--- src/rtl/buf_addr_sched_pkg.sv ---
// buf_sched_pkg: shared constants for the buffer address scheduler.
// Holds the RAM partitioning parameters, the write/read FSM state encodings
// and the read-watchdog limit used when RD_TIMEOUT_EN is defined.
package buf_sched_pkg;

  localparam int BLK_NUM        = 32;   // buffer blocks in the packet RAM
  localparam int BLK_W          = 5;    // block ID width
  localparam int BLK_WORDS_W    = 7;    // log2 words per block
  localparam int ADDR_W         = 12;   // RAM word address width
  localparam int CNT_W          = 6;    // occupancy counters, 0..BLK_NUM
  localparam int RD_TIMEOUT_CYC = 1023; // read watchdog limit in cycles

  // Write FSM
  localparam logic [1:0] ST_INIT   = 2'd0;
  localparam logic [1:0] ST_W_IDLE = 2'd1;
  localparam logic [1:0] ST_W_BUSY = 2'd2;

  // Read FSM
  localparam logic [1:0] ST_R_IDLE  = 2'd0;
  localparam logic [1:0] ST_R_ISSUE = 2'd1;
  localparam logic [1:0] ST_R_WAIT  = 2'd2;

endpackage

--- src/rtl/buf_addr_sched_if.sv ---
// buf_addr_sched_if: handshake/bus bundle between the scheduler and the
// ibm / ebm / data controller.
//   master : ibm/ebm/data-controller side (drives requests, reads addresses)
//   slave  : scheduler side
interface buf_addr_sched_if;
  import buf_sched_pkg::*;

  logic              in_alloc_req;
  logic              in_pkt_done;
  logic              out_buf_full;
  logic [ADDR_W-1:0] addr2data_waddr;
  logic              addr2data_waddr_wr;
  logic              in_ebm_ready;
  logic [ADDR_W-1:0] addr2data_raddr;
  logic              addr2data_raddr_wr;
  logic              in_data_cache_valid;
  logic [CNT_W-1:0]  out_free_cnt;
  logic [CNT_W-1:0]  out_txq_cnt;
  logic              out_err;

  modport master (
    output in_alloc_req, in_pkt_done, in_ebm_ready, in_data_cache_valid,
    input  out_buf_full, addr2data_waddr, addr2data_waddr_wr,
           addr2data_raddr, addr2data_raddr_wr, out_free_cnt, out_txq_cnt,
           out_err
  );

  modport slave (
    input  in_alloc_req, in_pkt_done, in_ebm_ready, in_data_cache_valid,
    output out_buf_full, addr2data_waddr, addr2data_waddr_wr,
           addr2data_raddr, addr2data_raddr_wr, out_free_cnt, out_txq_cnt,
           out_err
  );
endinterface

--- src/rtl/buf_addr_sched_blk_id_fifo.sv ---
// blk_id_fifo: synchronous first-word-fall-through FIFO of block IDs.
// Ports:
//   clk, rst_n      clock, synchronous active-low reset (pointers/count only)
//   push, push_data write one entry (ignored when full)
//   pop             consume head entry (ignored when empty)
//   pop_data        current head entry
//   empty           no entries
//   count           registered occupancy, 0..DEPTH
module blk_id_fifo #(
  parameter int DATA_W = 5,
  parameter int DEPTH  = 32,
  parameter int CNT_W  = 6
) (
  input  logic              clk,
  input  logic              rst_n,
  input  logic              push,
  input  logic [DATA_W-1:0] push_data,
  input  logic              pop,
  output logic [DATA_W-1:0] pop_data,
  output logic              empty,
  output logic [CNT_W-1:0]  count
);
  localparam int PTR_W = $clog2(DEPTH);

  logic [DATA_W-1:0] mem_q [DEPTH];
  logic [PTR_W-1:0]  wr_ptr_q, wr_ptr_d;
  logic [PTR_W-1:0]  rd_ptr_q, rd_ptr_d;
  logic [CNT_W-1:0]  count_q, count_d;
  logic              full;
  logic              push_ok, pop_ok;

  assign full     = (count_q == CNT_W'(DEPTH));
  assign empty    = (count_q == '0);
  assign count    = count_q;
  assign pop_data = mem_q[rd_ptr_q];
  assign push_ok  = push && !full;
  assign pop_ok   = pop && !empty;

  // DEPTH is a power of two, so the pointers wrap on their own.
  always_comb begin
    wr_ptr_d = wr_ptr_q + PTR_W'(push_ok);
    rd_ptr_d = rd_ptr_q + PTR_W'(pop_ok);
    count_d  = count_q + CNT_W'(push_ok) - CNT_W'(pop_ok);
  end

  always_ff @(posedge clk) begin
    if (!rst_n) begin
      wr_ptr_q <= '0;
      rd_ptr_q <= '0;
      count_q  <= '0;
    end else begin
      wr_ptr_q <= wr_ptr_d;
      rd_ptr_q <= rd_ptr_d;
      count_q  <= count_d;
    end
  end

  always_ff @(posedge clk) begin
    if (push_ok) mem_q[wr_ptr_q] <= push_data;
  end

  // Both instances are sized to hold every block, so a push into a full
  // FIFO means a block ID was duplicated somewhere upstream.
  push_when_full_a: assert property (@(posedge clk) disable iff (!rst_n) !(push && full));

endmodule

--- src/rtl/buf_addr_sched.sv ---
// buf_addr_sched: buffer address scheduler for the 4096x134 packet RAM.
// Splits the RAM into 128-word blocks, hands one free block to each new
// packet, queues finished packets in arrival order and returns each block to
// the free list once its tail has been read out.
// Ports:
//   clk    core clock
//   rst_n  synchronous active-low reset
//   bus    buf_addr_sched_if.slave: alloc/done from ibm, write/read base
//          addresses and strobes, ebm ready, tail marker, counters, error
// Build option: RD_TIMEOUT_EN adds a 10-bit watchdog in R_WAIT that releases
// the block and flags an error if the tail marker never arrives.
module buf_addr_sched
  import buf_sched_pkg::*;
(
  input  logic             clk,
  input  logic             rst_n,
  buf_addr_sched_if.slave  bus
);

  logic [1:0]        wstate_q, wstate_d;
  logic [1:0]        rstate_q, rstate_d;
  logic [BLK_W-1:0]  init_cnt_q, init_cnt_d;
  logic [BLK_W-1:0]  cur_wid_q, cur_wid_d;
  logic [BLK_W-1:0]  cur_rid_q, cur_rid_d;
  logic [ADDR_W-1:0] waddr_q, waddr_d;
  logic [ADDR_W-1:0] raddr_q, raddr_d;
  logic              waddr_wr_q, waddr_wr_d;
  logic              raddr_wr_q, raddr_wr_d;
  logic              err_q, err_d;
`ifdef RD_TIMEOUT_EN
  logic [9:0]        tmo_cnt_q, tmo_cnt_d;
`endif

  logic              init_push, rel_push, rd_tmo, werr;
  logic              free_push, free_pop, free_empty;
  logic [BLK_W-1:0]  free_din, free_dout;
  logic [CNT_W-1:0]  free_cnt;
  logic              txq_push, txq_pop, txq_empty;
  logic [BLK_W-1:0]  txq_dout;
  logic [CNT_W-1:0]  txq_cnt;

  // INIT and release never coincide: the txq is empty during INIT.
  assign free_push = init_push || rel_push;
  assign free_din  = init_push ? init_cnt_q : cur_rid_q;

  blk_id_fifo #(.DATA_W(BLK_W), .DEPTH(BLK_NUM), .CNT_W(CNT_W)) u_free_fifo (
    .clk(clk), .rst_n(rst_n), .push(free_push), .push_data(free_din),
    .pop(free_pop), .pop_data(free_dout), .empty(free_empty), .count(free_cnt)
  );

  blk_id_fifo #(.DATA_W(BLK_W), .DEPTH(BLK_NUM), .CNT_W(CNT_W)) u_txq_fifo (
    .clk(clk), .rst_n(rst_n), .push(txq_push), .push_data(cur_wid_q),
    .pop(txq_pop), .pop_data(txq_dout), .empty(txq_empty), .count(txq_cnt)
  );

  // Write side: INIT fill, then grant one block per packet.
  always_comb begin
    wstate_d   = wstate_q;
    init_cnt_d = init_cnt_q;
    cur_wid_d  = cur_wid_q;
    waddr_d    = waddr_q;
    waddr_wr_d = 1'b0;
    init_push  = 1'b0;
    free_pop   = 1'b0;
    txq_push   = 1'b0;
    werr       = 1'b0;
    case (wstate_q)
      ST_INIT: begin
        init_push  = 1'b1;
        init_cnt_d = init_cnt_q + 1'b1;
        if (init_cnt_q == BLK_W'(BLK_NUM - 1)) wstate_d = ST_W_IDLE;
        werr = bus.in_alloc_req || bus.in_pkt_done;
      end
      ST_W_IDLE: begin
        if (bus.in_alloc_req) begin
          if (!free_empty) begin
            free_pop   = 1'b1;
            cur_wid_d  = free_dout;
            waddr_d    = {free_dout, {BLK_WORDS_W{1'b0}}};
            waddr_wr_d = 1'b1;
            wstate_d   = ST_W_BUSY;
          end else begin
            werr = 1'b1;
          end
        end
        if (bus.in_pkt_done) werr = 1'b1;
      end
      ST_W_BUSY: begin
        if (bus.in_alloc_req) werr = 1'b1;
        if (bus.in_pkt_done) begin
          txq_push = 1'b1;
          wstate_d = ST_W_IDLE;
        end
      end
      default: wstate_d = ST_INIT;
    endcase
  end

  // Read side: one outstanding read at a time.
  always_comb begin
    rstate_d   = rstate_q;
    cur_rid_d  = cur_rid_q;
    raddr_d    = raddr_q;
    raddr_wr_d = 1'b0;
    txq_pop    = 1'b0;
    rel_push   = 1'b0;
    rd_tmo     = 1'b0;
`ifdef RD_TIMEOUT_EN
    tmo_cnt_d  = tmo_cnt_q;
`endif
    case (rstate_q)
      ST_R_IDLE: begin
        if (!txq_empty && bus.in_ebm_ready) begin
          txq_pop   = 1'b1;
          cur_rid_d = txq_dout;
          rstate_d  = ST_R_ISSUE;
        end
      end
      ST_R_ISSUE: begin
        raddr_d    = {cur_rid_q, {BLK_WORDS_W{1'b0}}};
        raddr_wr_d = 1'b1;
        rstate_d   = ST_R_WAIT;
`ifdef RD_TIMEOUT_EN
        tmo_cnt_d  = '0;
`endif
      end
      ST_R_WAIT: begin
        if (bus.in_data_cache_valid) begin
          rel_push = 1'b1;
          rstate_d = ST_R_IDLE;
        end
`ifdef RD_TIMEOUT_EN
        // Counter is 0 in the strobe cycle, so firing at LIMIT-1 lands the
        // error pulse exactly LIMIT cycles after raddr_wr.
        else if (tmo_cnt_q == 10'(RD_TIMEOUT_CYC - 1)) begin
          rel_push = 1'b1;
          rd_tmo   = 1'b1;
          rstate_d = ST_R_IDLE;
        end else begin
          tmo_cnt_d = tmo_cnt_q + 1'b1;
        end
`endif
      end
      default: rstate_d = ST_R_IDLE;
    endcase
  end

  assign err_d = werr || rd_tmo;

  always_ff @(posedge clk) begin
    if (!rst_n) begin
      wstate_q   <= ST_INIT;
      rstate_q   <= ST_R_IDLE;
      init_cnt_q <= '0;
      waddr_q    <= '0;
      raddr_q    <= '0;
      waddr_wr_q <= 1'b0;
      raddr_wr_q <= 1'b0;
      err_q      <= 1'b0;
`ifdef RD_TIMEOUT_EN
      tmo_cnt_q  <= '0;
`endif
    end else begin
      wstate_q   <= wstate_d;
      rstate_q   <= rstate_d;
      init_cnt_q <= init_cnt_d;
      waddr_q    <= waddr_d;
      raddr_q    <= raddr_d;
      waddr_wr_q <= waddr_wr_d;
      raddr_wr_q <= raddr_wr_d;
      err_q      <= err_d;
`ifdef RD_TIMEOUT_EN
      tmo_cnt_q  <= tmo_cnt_d;
`endif
    end
  end

  always_ff @(posedge clk) begin
    cur_wid_q <= cur_wid_d;
    cur_rid_q <= cur_rid_d;
  end

  assign bus.out_buf_full       = (wstate_q == ST_INIT) || free_empty;
  assign bus.addr2data_waddr    = waddr_q;
  assign bus.addr2data_waddr_wr = waddr_wr_q;
  assign bus.addr2data_raddr    = raddr_q;
  assign bus.addr2data_raddr_wr = raddr_wr_q;
  assign bus.out_free_cnt       = free_cnt;
  assign bus.out_txq_cnt        = txq_cnt;
  assign bus.out_err            = err_q;

endmodule
--- src/flat_wrapper.sv ---
// flat-port wrapper written by rule: the top's interface ports become plain ports
module buf_addr_sched_flat import buf_sched_pkg::*;
  (clk, rst_n, bus_in_alloc_req, bus_in_pkt_done, bus_in_ebm_ready, bus_in_data_cache_valid, bus_out_buf_full, bus_addr2data_waddr, bus_addr2data_waddr_wr, bus_addr2data_raddr, bus_addr2data_raddr_wr, bus_out_free_cnt, bus_out_txq_cnt, bus_out_err);
  buf_addr_sched_if bus_i ();
  input  logic clk;
  input  logic rst_n;
  input wire logic [$bits(bus_i.in_alloc_req)-1:0] bus_in_alloc_req;
  input wire logic [$bits(bus_i.in_pkt_done)-1:0] bus_in_pkt_done;
  input wire logic [$bits(bus_i.in_ebm_ready)-1:0] bus_in_ebm_ready;
  input wire logic [$bits(bus_i.in_data_cache_valid)-1:0] bus_in_data_cache_valid;
  output wire logic [$bits(bus_i.out_buf_full)-1:0] bus_out_buf_full;
  output wire logic [$bits(bus_i.addr2data_waddr)-1:0] bus_addr2data_waddr;
  output wire logic [$bits(bus_i.addr2data_waddr_wr)-1:0] bus_addr2data_waddr_wr;
  output wire logic [$bits(bus_i.addr2data_raddr)-1:0] bus_addr2data_raddr;
  output wire logic [$bits(bus_i.addr2data_raddr_wr)-1:0] bus_addr2data_raddr_wr;
  output wire logic [$bits(bus_i.out_free_cnt)-1:0] bus_out_free_cnt;
  output wire logic [$bits(bus_i.out_txq_cnt)-1:0] bus_out_txq_cnt;
  output wire logic [$bits(bus_i.out_err)-1:0] bus_out_err;
  assign bus_i.in_alloc_req = bus_in_alloc_req;
  assign bus_i.in_pkt_done = bus_in_pkt_done;
  assign bus_i.in_ebm_ready = bus_in_ebm_ready;
  assign bus_i.in_data_cache_valid = bus_in_data_cache_valid;
  assign bus_out_buf_full = bus_i.out_buf_full;
  assign bus_addr2data_waddr = bus_i.addr2data_waddr;
  assign bus_addr2data_waddr_wr = bus_i.addr2data_waddr_wr;
  assign bus_addr2data_raddr = bus_i.addr2data_raddr;
  assign bus_addr2data_raddr_wr = bus_i.addr2data_raddr_wr;
  assign bus_out_free_cnt = bus_i.out_free_cnt;
  assign bus_out_txq_cnt = bus_i.out_txq_cnt;
  assign bus_out_err = bus_i.out_err;
  buf_addr_sched u_core (.clk(clk), .rst_n(rst_n), .bus(bus_i));
endmodule
--- config.mk ---
export PLATFORM = sky130hd
export DESIGN_NAME = buf_addr_sched_flat
export DESIGN_NICKNAME = d
export VERILOG_FILES = /design/src/rtl/buf_addr_sched_pkg.sv /design/src/rtl/buf_addr_sched_if.sv /design/src/rtl/buf_addr_sched_blk_id_fifo.sv /design/src/rtl/buf_addr_sched.sv /design/src/flat_wrapper.sv
export SDC_FILE = /design/constraint.sdc
export NUM_CORES = 1
export LEC_CHECK = 0
export CAP_MARGIN = 0
export CORE_ASPECT_RATIO = 1.75
export CORE_MARGIN = 3
export CORE_UTILIZATION = 65
export DETAILED_ROUTE_END_ITERATION = 10
export GPL_TIMING_DRIVEN = 0
export PLACE_DENSITY_LB_ADDON = 0.12
export SYNTH_ARGS = -nofsm -noshare
export SYNTH_HDL_FRONTEND = slang
export SYNTH_SLANG_ARGS = --single-unit
--- constraint.sdc ---
create_clock -name clk -period 5.7 [get_ports clk]
set_input_delay 1.71 -clock clk [delete_from_list [all_inputs] [get_ports clk]]
set_output_delay 1.71 -clock clk [all_outputs]
set_load 0.005 [all_outputs]
==> results.json, run 1 <==
{
  "outcome": "finished clean",
  "vias": 8033,
  "dp_hpwl_um": 23000,
  "place_ws_ns": 0.845,
  "fill_cells": 1495,
  "drv_cap": 0,
  "holdBufCountCts": 0,
  "yosysTopAreaCell": "edfxtp_1",
  "powerDensity_nw_per_um2": 378,
  "endpoint_kind": "register",
  "grt_max_degree": 33,
  "highest_layer": "met4",
  "slew-limit-headroom_pct": 14.7,
  "grt_util_all_layers_pct": 26.2,
  "placed_area_um2": 16400,
  "finalHoldViolCount": 0,
  "max_freq_mhz": 236,
  "numCtsBuffers": 34,
  "die_w_um": 123,
  "cp_max_fo": 3,
  "ys_dominant_reg_cell": "edfxtp_1",
  "drtPass1Iterations": 5,
  "wl_met2_um": 18400,
  "drive_gt1_share_pct": 15.5,
  "synth_area_um2": 15700,
  "slew_violations": 0,
  "min_from": "u_core.init_cnt_q[4]",
  "period_needed_ns": 4.24,
  "setup_viol_count_final": 0,
  "dr_wl_met3_um": 1300,
  "hold_path_end": "u_core.init_cnt_q[4]",
  "final_util_pct": 74.3,
  "io_pins": 46,
  "path_cells": "clkdlybuf4s50_1, inv_1, a2111oi_0, ha_1, inv_1, ha_1, fa_1, a21oi_1, nor2_1, nor3_1, and3b_1",
  "min_period_over_period_pct": 74.4,
  "gr-total-overflow": 0,
  "wl_per_cell_um": 24.1,
  "critPathKind": "input pin to register",
  "grt_first_pass_wirelength_um": 49400,
  "synth_commonest_cells": "edfxtp_1 (330), nor2_1 (82), mux4_2 (70)",
  "synth-seq-cells": 384,
  "reg2reg_depth": 12,
  "place.gp.congestion": 0.950,
  "routed_wl_um": 32300,
  "die_area_um2": 26100,
  "drt_iter0_markers": 562,
  "antenna_found_initial": 0,
  "critPathLaunchType": "input pin",
  "cts_tree": "done",
  "num_rows": 74,
  "crit-reg2reg-launch": "u_core.u_txq_fifo.count[2]",
  "cts_resized": 0,
  "crit_slowest_cell": "a2111oi_0",
  "grt_pass1_vias": 8647,
  "synth_top_area_share_pct": 63.3,
  "vias_per_cell": 5.99,
  "cts_sinks": 384,
  "synth.distinct_cells": 48,
  "num-nets-final": 1050,
  "clkTransAtPathRegs_ns": 0.07,
  "synth.area.top_cells": "edfxtp_1 (63%), mux4_2 (10%), dfxtp_1 (6.9%)",
  "hold_depth": 2,
  "synth_area_per_cell_um2": 16.8,
  "wl_met1_um": 10600,
  "required_ns": 6.11,
  "ir_drop_mv": 0.334,
  "syn-instance-count": 934,
  "yosys_warnings": 0,
  "drc_errors": 0,
  "post_cts_buffers": 0,
  "area_growth_pct": 11.6,
  "clk_latency_ns": 0.52,
  "ys_seq_area_share_pct": 70.2,
  "synth-edff-count": 330,
  "r2r-end": "u_core.u_txq_fifo.count[4]",
  "worstMarginPinSlew_ns": 1.28,
  "diodes": 0,
  "critPathMaxStageDelay_ns": 0.93,
  "power_w": 0.00661,
  "clockBufferDepth": 3,
  "leakage_nw": 5.75,
  "rrSetupSlack_ns": 2.25,
  "core-area_um2": 23500,
  "htree_levels": 2,
  "async_reset_ff_share_pct": 0,
  "finalClockSkew_ns": 0.0186,
  "start_util_pct": 66.6,
  "rsz0062_at_grt": "false",
  "cts_root_buf": "clkbuf_16",
  "hold_class": "register to register",
  "worst_slack_ns": 1.46,
  "port-buffer-count": 30,
  "die_h_um": 211,
  "synth_most_common_cell": "edfxtp_1",
  "drtAntennaViolNets": 0,
  "tns_ns": 0,
  "crit_arrival_ns": 4.64,
  "design_area_um2": 17500
}
[state kept, by name, summed over array words and instances, names as in the netlist, 6 cells and up]
name                      flops
u_core.u_free_fifo.count      6
u_core.u_txq_fifo.mem_q     160
u_core.u_txq_fifo.count       6
u_core.u_free_fifo.mem_q    160
[metal layers]
layer / track usage, % / up-vias
met5: 0 / -
met1: 27.6 / 3987
met3: 3.88 / 100
li1: - / 3689
met2: 49.2 / 257
met4: 13.6 / 0
[power breakdown]
| group | internal, W | switching [W] | total (W) |
|---|---|---|---|
| clock network | 0.00128 | 0.000946 | 0.00222 |
| logic | 0.000556 | 0.000582 | 0.00114 |
| registers | 0.00318 | 0.0000735 | 0.00325 |
[cells by family after synthesis]
family / after synthesis / synth area share (%)
muxes: 122 / 13.5
AOI/OAI and AO/OA: 71 / 3.10
xor gates and xnor gates: 19 / 1.06
buffers and inverters: 88 / 2.73
adders and majority gates: 30 / 2.49
and+or+nand+nor: 219 / 6.91
DFF: 384 / 70.2
other: 1 / 0.0240
[critical path: cells and delay by family]
kind                     cells  cell delay, ns
AO/OA/AOI/OAI                2            1.08
adder cells (fa/ha/maj)      3            0.90
buffers and inverters        3            0.56
AND/OR/NAND/NOR              3            0.39
[layout make-up]
class | instances | area (µm²) | share of cell area [%]
multi-input combinational | 475 | 4290 | 24.5
tap | 304 | 380 | 2.18
clock inverter | 13 | 125 | 0.716
sequential | 384 | 11000 | 62.9
buffer | 63 | 333 | 1.90
inverter | 25 | 93.8 | 0.537
clock buffer | 45 | 956 | 5.47
timing repair buffer | 31 | 312 | 1.78
[how the worst max path moves through the flow]
stage                startpoint                          end  slack, ns
5_1_grt        bus_in_ebm_ready   u_core.u_txq_fifo.count[5]       1.24
4_1_cts        bus_in_ebm_ready   u_core.u_txq_fifo.count[4]       1.38
3_5_place_dp   bus_in_ebm_ready   u_core.u_txq_fifo.count[4]       0.85
6_report       bus_in_ebm_ready   u_core.u_txq_fifo.count[4]       1.46
2_1_floorplan  bus_in_alloc_req  u_core.u_free_fifo.count[4]       2.03
3_3_place_gp   bus_in_ebm_ready   u_core.u_txq_fifo.count[4]       0.85
[cell usage in the layout (no fill, tap or decap), types with 3 or more instances in the layout]
master and instances:
or3b_2 3, clkbuf_1 37, nor3b_1 4, buf_4 22, nand3b_1 9, a41o_1 5, conb_1 14, o221ai_1 5
buf_1 6, mux2_2 11, mux4_2 70, a211oi_1 5, clkbuf_16 37, edfxtp_1 330, nor2_1 82, xor2_1 7
or3_1 5, clkinv_2 4, nand2b_1 3, buf_2 5, and2_1 38, mux2i_1 41, inv_1 25, nor2b_1 12
clkdlybuf4s50_1 30, nand2_1 39, a221oi_1 5, a2bb2oi_1 5, nand3_1 15, o21ai_0 12, dfxtp_1 54, and3_1 3
xnor2_1 12, a21oi_1 20, ha_1 28
[metrics by stage]
stage | cells | hold WS, ns
finish | 1340 | 0.492
global route | 1340 | 0.523
CTS | 1340 | 0.496
detailed placement | 1282 | 0.486
global placement | 1281 | 0.470
floorplan | 947 | 0.461
Note: power is estimated with default switching activity, not from simulation.
==> inputs of run 2 (changes only) <==
--- a/config.mk
+++ b/config.mk
@@ -8,7 +8,7 @@
 export CAP_MARGIN = 0
 export CORE_ASPECT_RATIO = 1.75
 export CORE_MARGIN = 3
-export CORE_UTILIZATION = 65
+export CORE_UTILIZATION = 55
 export DETAILED_ROUTE_END_ITERATION = 10
 export GPL_TIMING_DRIVEN = 0
 export PLACE_DENSITY_LB_ADDON = 0.12
==> constraint.sdc (replaced) <==
create_clock -name clk -period 3.8 [get_ports clk]
set_input_delay 1.14 -clock clk [delete_from_list [all_inputs] [get_ports clk]]
set_output_delay 1.14 -clock clk [all_outputs]
set_load 0.005 [all_outputs]
==> run 2 against run 1 <==
Combinational power grew 53%. Sequential cell count unchanged. First-iteration DRC count is 28% lower. Critical path depth is 2 higher. Clock-buffer cell count up 1. Setup slack got worse by 1.2 ns. Die area increased by 17%. Clock power up 52%. Core utilization is 11 points lower. Sequential power increased by 50%. Routed wire length is 2.7% higher. Largest power group unchanged.
==> results.json, run 2 (same netlist as run 1, synthesis figures left out) <==
{
  "min_from": "u_core.init_cnt_q[4]",
  "clk_latency_ns": 0.53,
  "routed_wl_um": 33200,
  "hold_class": "register to register",
  "holdBufCountCts": 0,
  "antenna_found_initial": 0,
  "drtAntennaViolNets": 0,
  "crit_arrival_ns": 3.93,
  "crit_start": "bus_in_alloc_req",
  "grt_max_degree": 33,
  "critPathLaunchType": "input pin",
  "critPathMaxStageDelay_ns": 0.58,
  "num-nets-final": 1052,
  "drive_gt1_share_pct": 15.7,
  "path_delay_family": "buffers and inverters",
  "pwr-share-comb_pct": 17.4,
  "num_rows": 81,
  "port-buffer-count": 30,
  "power.share.clock_pct": 33.8,
  "rrSetupSlack_ns": 0.48,
  "cts_tree": "done",
  "slew-limit-headroom_pct": 19.3,
  "drv_cap": 0,
  "grt_util_all_layers_pct": 22.2,
  "worstMarginPinSlew_ns": 1.21,
  "seq_power_share_pct": 48.8,
  "drc_errors": 0,
  "outcome": "finished clean",
  "r2r-end": "u_core.u_free_fifo.count[4]",
  "min_period_over_period_pct": 92.4,
  "grt_first_pass_wirelength_um": 50100,
  "tns_ns": 0,
  "fill_cells": 2125,
  "clkTransAtPathRegs_ns": 0.07,
  "clockBufferDepth": 3,
  "diodes": 0,
  "slew_violations": 0,
  "powerDensity_nw_per_um2": 568,
  "crit_buf_inv": 5,
  "grt_pass1_vias": 8355,
  "setup_viol_count_final": 0,
  "finalClockSkew_ns": 0.0150,
  "gr-total-overflow": 0,
  "vias": 8069,
  "max_freq_mhz": 285,
  "layout_common_cells": "edfxtp_1 (330), nor2_1 (82), mux4_2 (70)",
  "drt_iter0_markers": 405,
  "placedCellCount": 1351,
  "wl_per_cell_um": 23.4,
  "period_needed_ns": 3.51,
  "place.gp.congestion": 0.903,
  "leakage_nw": 5.77,
  "endpoint_kind": "register",
  "power.internal_w": 0.00750,
  "dp_hpwl_um": 23800,
  "final_util_pct": 62.9,
  "area_growth_pct": 12.3,
  "reg2reg_depth": 16,
  "place_ws_ns": -0.474,
  "required_ns": 4.22,
  "cts_sinks": 384,
  "cts_resized": 0,
  "start_util_pct": 56.0,
  "path_common_cell": "inv_1",
  "worst_slack_ns": 0.290,
  "cp.depth": 13,
  "numCtsBuffers": 36,
  "cts_root_buf": "clkbuf_16",
  "vias_per_cell": 5.70,
  "cp_max_fo": 11,
  "core-area_um2": 28000,
  "io_pins": 46,
  "cp-endpoint": "u_core.u_free_fifo.count[4]",
  "drtPass1Iterations": 7,
  "die_w_um": 134,
  "rsz0062_at_grt": "false",
  "placed_area_um2": 16500,
  "critPathKind": "input pin to register",
  "die_area_um2": 30600,
  "p_switching_w": 0.00250,
  "switching_share_pct": 25.0,
  "design_area_um2": 17600,
  "path_cells": "clkdlybuf4s50_1, and4b_1, clkbuf_2, ha_1, inv_1, ha_1, inv_1, fa_1, inv_1, a21oi_1, nor2_1, o21ai_0, and3_1",
  "htree_levels": 2,
  "stdcell_count": 1415,
  "crit-reg2reg-launch": "u_core.u_free_fifo.count[3]",
  "crit_slowest_cell": "clkdlybuf4s50_1",
  "ir_drop_mv": 0.446,
  "finalHoldViolCount": 0,
  "reg_top3": "u_core.u_free_fifo.mem_q x160, u_core.u_txq_fifo.mem_q x160",
  "layout_commonest_cell": "edfxtp_1",
  "die_h_um": 229,
  "post_cts_buffers": 0
}
[run 2: cell types whose count changed in the layout (fill, tap and decap cells not counted), sizes merged]
cell,delta
clkinv,+5
inv,+2
bufinv,-1
clkbuf,+1
clkinvlp,-1
[run 2: worst min-delay path by stage]
stage / endpoint / cells past startpoint
6_report: u_core.init_cnt_q[4] / 2
5_1_grt: u_core.init_cnt_q[4] / 2
4_1_cts: u_core.init_cnt_q[4] / 2
3_5_place_dp: u_core.init_cnt_q[4] / 2
3_3_place_gp: u_core.init_cnt_q[4] / 2
2_1_floorplan: u_core.init_cnt_q[4] / 2
[run 2: worst reg2reg max path: cells and delay by family (launching register included)]
kind,cells,cell delay (ns)
AO/OA/AOI/OAI,1,0.13
adder cells (fa/ha/maj),4,0.87
buffers and inverters,5,0.53
flip-flops,1,0.33
AND/OR/NAND/NOR,6,1.37
[run 2: final cells by class]
cell class,count,area (µm²),area share [%]
flip-flops and latches,384,11000,62.5
multi-input cells,475,4290,24.4
clock buffers,46,975,5.54
well taps,373,467,2.65
plain buffers,63,334,1.90
repair buffers,31,312,1.77
clock inverters,18,128,0.726
inverters,25,93.8,0.534
[run 2: per-layer routing]
layer  global-route usage [%]  routed length, µm
met1                     21.8              10700
met2                     44.4              19700
met3                     2.86               1120
met4                     10.9               1690
met5                        0                  0
[run 2: through the flow]
| step | hold slack, ns | total power, W |
|---|---|---|
| after floorplan | 0.461 | 0.00612 |
| after global routing | 0.529 | 0.0104 |
| after global placement | 0.469 | 0.00669 |
| after CTS | 0.495 | 0.0101 |
| final | 0.489 | 0.00999 |
| after detailed placement | 0.485 | 0.00672 |
[run 2: power by group through the flow]
stage               Sequential, W  Clock [W]  Combinational [W]
floorplan                 0.00494          0            0.00118
global placement          0.00496          0            0.00173
detailed placement        0.00496          0            0.00176
CTS                       0.00488    0.00346            0.00176
global route              0.00489    0.00362            0.00190
finish                    0.00487    0.00338            0.00174
